===== config.mk =====
export PLATFORM = sky130hd
export DESIGN_NAME = med_ctrl
export DESIGN_NICKNAME = d
export VERILOG_FILES = /design/src/rtl/med_ctrl_pkg.sv /design/src/rtl/med_ctrl.sv
export SDC_FILE = /design/constraint.sdc
export NUM_CORES = 1
export LEC_CHECK = 0
export ABC_CLOCK_PERIOD_IN_PS = 3250
export BUFFER_PORTS_ARGS = -buffer_cell sky130_fd_sc_hd__buf_2
export CORE_AREA = 2 2 39 41
export CTS_CLUSTER_SIZE = 16
export DETAILED_ROUTE_END_ITERATION = 8
export DIE_AREA = 0 0 41 43
export PLACE_DENSITY = 0.66
export SLEW_MARGIN = 30
export SYNTH_ARGS = -nofsm -noshare
export SYNTH_HDL_FRONTEND = slang
export SYNTH_SLANG_ARGS = --single-unit

===== constraint.sdc =====
create_clock -name CLK -period 3.25 [get_ports CLK]
set_clock_uncertainty 0.2 [all_clocks]
set_input_delay 0.65 -clock CLK [delete_from_list [all_inputs] [get_ports CLK]]
set_output_delay 0.65 -clock CLK [all_outputs]
set_load 0.05 [all_outputs]

===== src/rtl/med_ctrl_pkg.sv =====
`default_nettype none
// ============================================================================
// Module   : med_ctrl_pkg
// Brief    : State encoding and window-derived constants for med_ctrl.
// Revision : 1.0 - initial release
// ============================================================================
package med_ctrl_pkg;

    typedef enum logic [2:0] {
        ST_IDLE  = 3'd0,
        ST_LOAD  = 3'd1,
        ST_CMP   = 3'd2,
        ST_EVICT = 3'd3,
        ST_DONE  = 3'd4
    } med_state_t;

    // Elimination passes needed to discard everything above the median.
    function automatic int med_passes(input int number);
        return (number - 1) / 2;
    endfunction

    // Compare cycles per pass: one per ring register feeding the max holder.
    function automatic int med_cmp_cycles(input int number);
        return number - 1;
    endfunction

    // Cycle index (from the first load cycle) in which the median is valid.
    function automatic int med_dso_cycle(input int number);
        return number + med_passes(number) * number + med_cmp_cycles(number);
    endfunction

endpackage : med_ctrl_pkg
`default_nettype wire


===== src/rtl/med_ctrl.sv =====
`default_nettype none
// ============================================================================
// Module   : med_ctrl
// Brief    : Load / compare / evict sequencer for the MED min/max median
//            datapath. Optional load-abort detection via MED_CTRL_ERR_EN.
// Revision : 1.0 - initial release
// ============================================================================
module med_ctrl
    import med_ctrl_pkg::*;
#(
    parameter int NUMBER = 9
) (
    input  logic CLK,
    input  logic nRST,
    input  logic DSI_IN,
    output logic DSI,
    output logic BYP,
    output logic DSO,
    output logic READY
`ifdef MED_CTRL_ERR_EN
    ,
    output logic ERR
`endif
);

    localparam int c_P    = med_passes(NUMBER);
    localparam int c_C    = med_cmp_cycles(NUMBER);
    localparam int CYC_W  = $clog2(NUMBER);
    localparam int PASS_W = $clog2(c_P + 1);

    localparam logic [CYC_W-1:0]  c_CYC_ONE       = CYC_W'(1);
    localparam logic [CYC_W-1:0]  c_CYC_LOAD_LAST = CYC_W'(NUMBER - 1);
    localparam logic [CYC_W-1:0]  c_CYC_CMP_LAST  = CYC_W'(c_C - 1);
    localparam logic [PASS_W-1:0] c_PASS_ONE      = PASS_W'(1);
    localparam logic [PASS_W-1:0] c_PASS_LAST     = PASS_W'(c_P);

    med_state_t        r_state;
    med_state_t        w_state_nxt;
    logic [CYC_W-1:0]  r_cyc;
    logic [CYC_W-1:0]  w_cyc_nxt;
    logic [PASS_W-1:0] r_pass;
    logic [PASS_W-1:0] w_pass_nxt;
    logic              w_err;

    always_ff @(posedge CLK or negedge nRST) begin
        if (!nRST) begin
            r_state <= ST_IDLE;
            r_cyc   <= '0;
            r_pass  <= '0;
        end else begin
            r_state <= w_state_nxt;
            r_cyc   <= w_cyc_nxt;
            r_pass  <= w_pass_nxt;
        end
    end

    always_comb begin
        w_state_nxt = r_state;
        w_cyc_nxt   = r_cyc;
        w_pass_nxt  = r_pass;
        DSI         = 1'b0;
        READY       = 1'b0;
        w_err       = 1'b0;

        case (r_state)
            ST_IDLE, ST_DONE: begin
                READY = 1'b1;
                DSI   = DSI_IN;
                if (DSI_IN) begin
                    // This cycle already shifts load sample 0.
                    w_state_nxt = ST_LOAD;
                    w_cyc_nxt   = c_CYC_ONE;
                end else begin
                    w_state_nxt = ST_IDLE;
                end
            end

            ST_LOAD: begin
                DSI = DSI_IN;
`ifdef MED_CTRL_ERR_EN
                if (!DSI_IN) begin
                    w_err       = 1'b1;
                    w_state_nxt = ST_IDLE;
                    w_cyc_nxt   = '0;
                end else
`endif
                if (r_cyc == c_CYC_LOAD_LAST) begin
                    w_state_nxt = ST_CMP;
                    w_cyc_nxt   = '0;
                    w_pass_nxt  = '0;
                end else begin
                    w_cyc_nxt = r_cyc + c_CYC_ONE;
                end
            end

            ST_CMP: begin
                if (r_cyc == c_CYC_CMP_LAST) begin
                    w_cyc_nxt   = '0;
                    w_state_nxt = (r_pass < c_PASS_LAST) ? ST_EVICT : ST_DONE;
                end else begin
                    w_cyc_nxt = r_cyc + c_CYC_ONE;
                end
            end

            ST_EVICT: begin
                // One plain shift: R7 overwrites R8 and the current max is lost.
                w_state_nxt = ST_CMP;
                w_cyc_nxt   = '0;
                w_pass_nxt  = r_pass + c_PASS_ONE;
            end

            default: begin
                w_state_nxt = ST_IDLE;
                w_cyc_nxt   = '0;
                w_pass_nxt  = '0;
            end
        endcase
    end

    assign BYP = (r_state == ST_CMP);
    assign DSO = (r_state == ST_DONE);

`ifdef MED_CTRL_ERR_EN
    assign ERR = w_err;
`else
    logic w_err_unused;
    assign w_err_unused = w_err;
`endif

endmodule : med_ctrl
`default_nettype wire


-- Word-level counts from Yosys, hierarchy flattened
Index checks and enable logic that the tools add are counted.
W data, S select, Z words.
- add/subtract/negate cells: 2
- magnitude comparators: 1
- eq/ne operators: 9
- mux-type cells: 13
- bitwise gates (word level): 1
- reduce and logical (&&, ||, !) cells: 6
- operators with widths (operator ; count):
    $mux W3 ; 4
    $mux W4 ; 3
    $pmux W3 S4 ; 1
    $pmux W4 S3 ; 1
    $pmux W3 S3 ; 1
    $eq A3 B2 Y1 const B ; 2
    $reduce_or A3 Y1 ; 2
    $add A4 B1 Y4 const B ; 1
    $eq A4 B3 Y1 const B ; 1
    $eq A4 B4 Y1 const B ; 1
    $ne A2 B2 Y1 const B ; 2
    $reduce_and A2 Y1 ; 2
    $add A3 B1 Y3 const B ; 1
    $eq A3 B1 Y1 const B ; 1
    $eq A3 B3 Y1 const B ; 1
    $logic_not A3 Y1 ; 1
    $lt A3 B3 Y1 const B ; 1
    $mux W1 ; 3
    $ne A2 B1 Y1 const B ; 1
    $reduce_or A2 Y1 ; 1
    $not A1 Y1 ; 1
- flip-flop bits (word level): 10
- output and inout port bits: 4

-- Longest topological paths before layout
- word-level depth: 4
- gate-level depth with buffers: 6

-- Least setup slack after synthesis
No wires, ideal clock.
- path kind: reg2out
- from: reg r_state[0]
- to: out DSO
- arrival time: 1.879 ns
- required time: 2.400 ns
- path slack: 0.521 ns
- stages on the path, launching flop included: 4
- buffers on the path: 1
- cells stage by stage: dfrtp_1 buf_2 nor2_1 and2_1
- word-level cells in the longest chain between the ends: 1
- ends and longest elaborated chain (item ; line ; text):
    from (decl) ; med_ctrl.sv:37 ; med_state_t r_state;
    from (signal assigned) ; med_ctrl.sv:51 ; r_state <= w_state_nxt;
    $eq A3 B3 Y1 ; med_ctrl.sv:121 ; assign DSO = (r_state == ST_DONE);
    to (decl) ; med_ctrl.sv:18 ; output logic DSO,
Every way passes these cells.

-- Final worst setup path
Ends and elaborated chain as after synthesis.

==> flow_summary.json <==
{
  "fmax_mhz": 415,
  "fp.coreArea_um2": 1380,
  "synth_area_um2": 621,
  "io_pins": 7,
  "synth-adder-area-share_pct": 6.05,
  "powerDensity_nw_per_um2": 1070,
  "syn_to_final_growth_pct": 9.48,
  "antennaDiodeCount": 0,
  "period_needed_ps": 2410,
  "cts_buffers": 3,
  "startpoint_type": "register",
  "start_util_pct": 44.8,
  "grt_pass1_vias": 493,
  "grt_max_degree": 13,
  "tightestPinTransition_ps": 503,
  "drive_above_1_share_pct": 17.3,
  "endpoint_kind": "primary output",
  "root_buffer": "clkbuf_4",
  "remaining_drc_errors": 0,
  "crit_path_cell_trace": "nor2_1 > and2_1 > buf_2",
  "clk_pin_slew_ps": 70,
  "maxSlewViolCount": 0,
  "num-fill-cells": 143,
  "fin_crit_sh_pct": 74.2,
  "cp_slowest_cell": "dfrtp_1",
  "grt_pass1_wl_um": 2150,
  "synthTopCellsByArea": "dfrtp_1 40%, ha_1 6.0%, o21ai_0 5.6%",
  "grt-ovfl-total": 0,
  "ys_warn_count": 0,
  "synth_cells": 69,
  "dieArea_um2": 1760,
  "cap_violations": 0,
  "synth_cell_types": 28,
  "synth-seq-cells": 10,
  "critPathMaxStageDelay_ps": 510,
  "place.gp.congestion": 0.820,
  "yosys.area.top_type_share_pct": 40.3,
  "yosysSeqAreaShare_pct": 40.3,
  "place_area_um2": 657,
  "die_w_um": 41,
  "vdd_drop_max_v": 0.000541,
  "synth_top_family_by_area": "simple AND/OR/NAND/NOR gates",
  "cp.arrival_ps": 1560,
  "cp_max_fo": 12,
  "row_count": 14,
  "vias": 505,
  "p_seq_share_pct": 35.8,
  "cts-resized-gates": 0,
  "synth-xor-area-share_pct": 1.41,
  "synth_compound_area_share_pct": 17.1,
  "post_cts_buffers": 0,
  "p_sw_w": 0.000360,
  "hold_buffers": 0,
  "io_buffer_count": 6,
  "clk_path_buf_depth": 2,
  "syn_nets": 75,
  "leakage_nw": 0.325,
  "rsz0062_at_grt": "false",
  "crit_type": "reg -> out",
  "antenna_found_initial": 0,
  "maxSlewHeadroom_pct": 66.2,
  "yosysTopAreaCell": "dfrtp_1",
  "required_ps": 2400,
  "drt_wl_total_um": 1300,
  "chipHeight_um": 43,
  "dp_hpwl_um": 937,
  "cts_sinks": 10,
  "clk_latency_ps": 270,
  "switching_share_pct": 49.6,
  "combPwrFrac_pct": 52.2,
  "p_clk_share_pct": 12.0,
  "final-hold-violation-count": 0,
  "drt_iter0_drc": 12,
  "wl_per_cell_um": 14.3,
  "fin_setup_tns_ps": 0,
  "nNetsFinal": 83,
  "vias_per_cell": 5.55,
  "ant_nets": 0,
  "muxShareOfSynthArea_pct": 0,
  "firstDrtPassIters": 4,
  "outcome": "complete, no violations",
  "cts_tree": "done",
  "synthSimpleGateAreaFrac_pct": 31.0,
  "final_cell_area_um2": 679,
  "syn_area_per_cell_um2": 8.99,
  "internal-power_w": 0.000365,
  "hold_path_class": "in -> async",
  "finalSetupViolCount": 0,
  "grtUsageTotal_pct": 18.8,
  "cts_max_level": 1
}
==> cell families after synthesis <==
kind of cell	Yosys count
xor gates and xnor gates	1
adders and majority gates	3
DFF	10
AOI/OAI and AO/OA	18
and+or+nand+nor	31
buffers and inverters	6
==> cell usage in the layout, fill, tap and decap left out, types with 2 or more instances in the layout <==
| cell type | netlist | final |
|---|---|---|
| dfrtp_1 | 10 | 10 |
| ha_1 | 3 | 3 |
| clkbuf_4 | 0 | 3 |
| buf_2 | 2 | 6 |
| o21ai_0 | 7 | 7 |
| o22ai_1 | 2 | 2 |
| a21oi_1 | 3 | 3 |
| o31ai_1 | 2 | 2 |
| inv_1 | 3 | 3 |
| nor2_1 | 4 | 4 |
| nand2b_1 | 3 | 3 |
| nand3b_1 | 3 | 3 |
| nor2b_1 | 2 | 2 |
| and2_1 | 4 | 4 |
| nand2_1 | 7 | 7 |
==> worst paths after layout <==
kind	depth (start not counted)	from	slack [ps]	end
max in group asynchronous	1	nRST	2610	r_pass[2]
min in group CLK	2	r_pass[2]	350	r_pass[2]
worst max-delay path	3	r_state[0]	840	DSO
worst min register to register	2	r_pass[2]	350	r_pass[2]
worst max register to register	4	r_state[0]	1320	r_state[2]
worst min-delay path	1	nRST	30	r_cyc[0]
==> stage by stage <==
stage | std cells | utilization (%) | setup WS (ps) | hold slack [ps] | total power (W)
CTS | 91 | 49.1 | 857 | 37.3 | 0.000728
global route | 91 | 49.1 | 730 | 44.6 | 0.000791
finish | 91 | 49.1 | 838 | 33.9 | 0.000725
floorplan | 69 | - | 521 | 154 | 0.000554
detailed placement | 88 | 47.5 | 1160 | 322 | 0.000640
global placement | 88 | 47.5 | 1160 | 325 | 0.000630
==> registers in the layout (all words and copies together) (netlist names) <==
signal and flops:
r_cyc 4, r_pass 3, r_state 3
==> worst max-delay path, delay by kind of cell, from the launching register on <==
kind | cells | cell delay (ps)
buf+inv | 1 | 250
simple gates | 2 | 520
flops | 1 | 510
==> final cells by class <==
cell class              count  area [um2]  area share [%]
clock buffers               3        22.5            3.31
well taps                  16        20.0            2.95
inverters                   3        11.3            1.66
repair buffers              6        30.0            4.42
flip-flops and latches     10         250            36.8
multi-input cells          53         345            50.8
==> power by group through the flow <==
stage	registers [W]	logic (W)	clock network (W)
after floorplan	0.000214	0.000340	0
after global placement	0.000259	0.000371	0
after detailed placement	0.000262	0.000378	0
after CTS	0.000259	0.000380	0.0000885
after global routing	0.000272	0.000423	0.0000956
final	0.000260	0.000378	0.0000866
==> synth_stat cells <==
| library cell | number |
|---|---|
| nor2_2 | 1 |
| inv_1 | 3 |
| a21oi_1 | 3 |
| dfrtp_1 | 10 |
| a31oi_1 | 1 |
| o21ai_0 | 7 |
| buf_2 | 2 |
| a31o_2 | 1 |
| nor4_4 | 1 |
| nor2_1 | 4 |
| clkbuf_1 | 1 |
| nor3b_2 | 1 |
| nand3b_1 | 3 |
| and3_1 | 1 |
| nor3_1 | 1 |
| and2_1 | 4 |
| o31ai_1 | 2 |
| nand2b_1 | 3 |
| ha_1 | 3 |
| nor2b_1 | 2 |
| nand2_1 | 7 |
| nor3b_1 | 1 |
| and3b_1 | 1 |
| o21ai_1 | 1 |
| xor2_1 | 1 |
| o41ai_1 | 1 |
| o22ai_1 | 2 |
| nand3_1 | 1 |
==> metal layers <==
layer / wire length [um] / part of all wire (%) / global-route usage (%) / vias up
met3: 31 / 2.4 / 4.71 / 4
met2: 610 / 47 / 27.8 / 6
met5: 0 / 0 / 0 / -
met4: 23 / 1.8 / 10.0 / 0
li1: - / - / - / 256
met1: 639 / 49 / 24.2 / 239
Power figures use the tool's default switching activity.
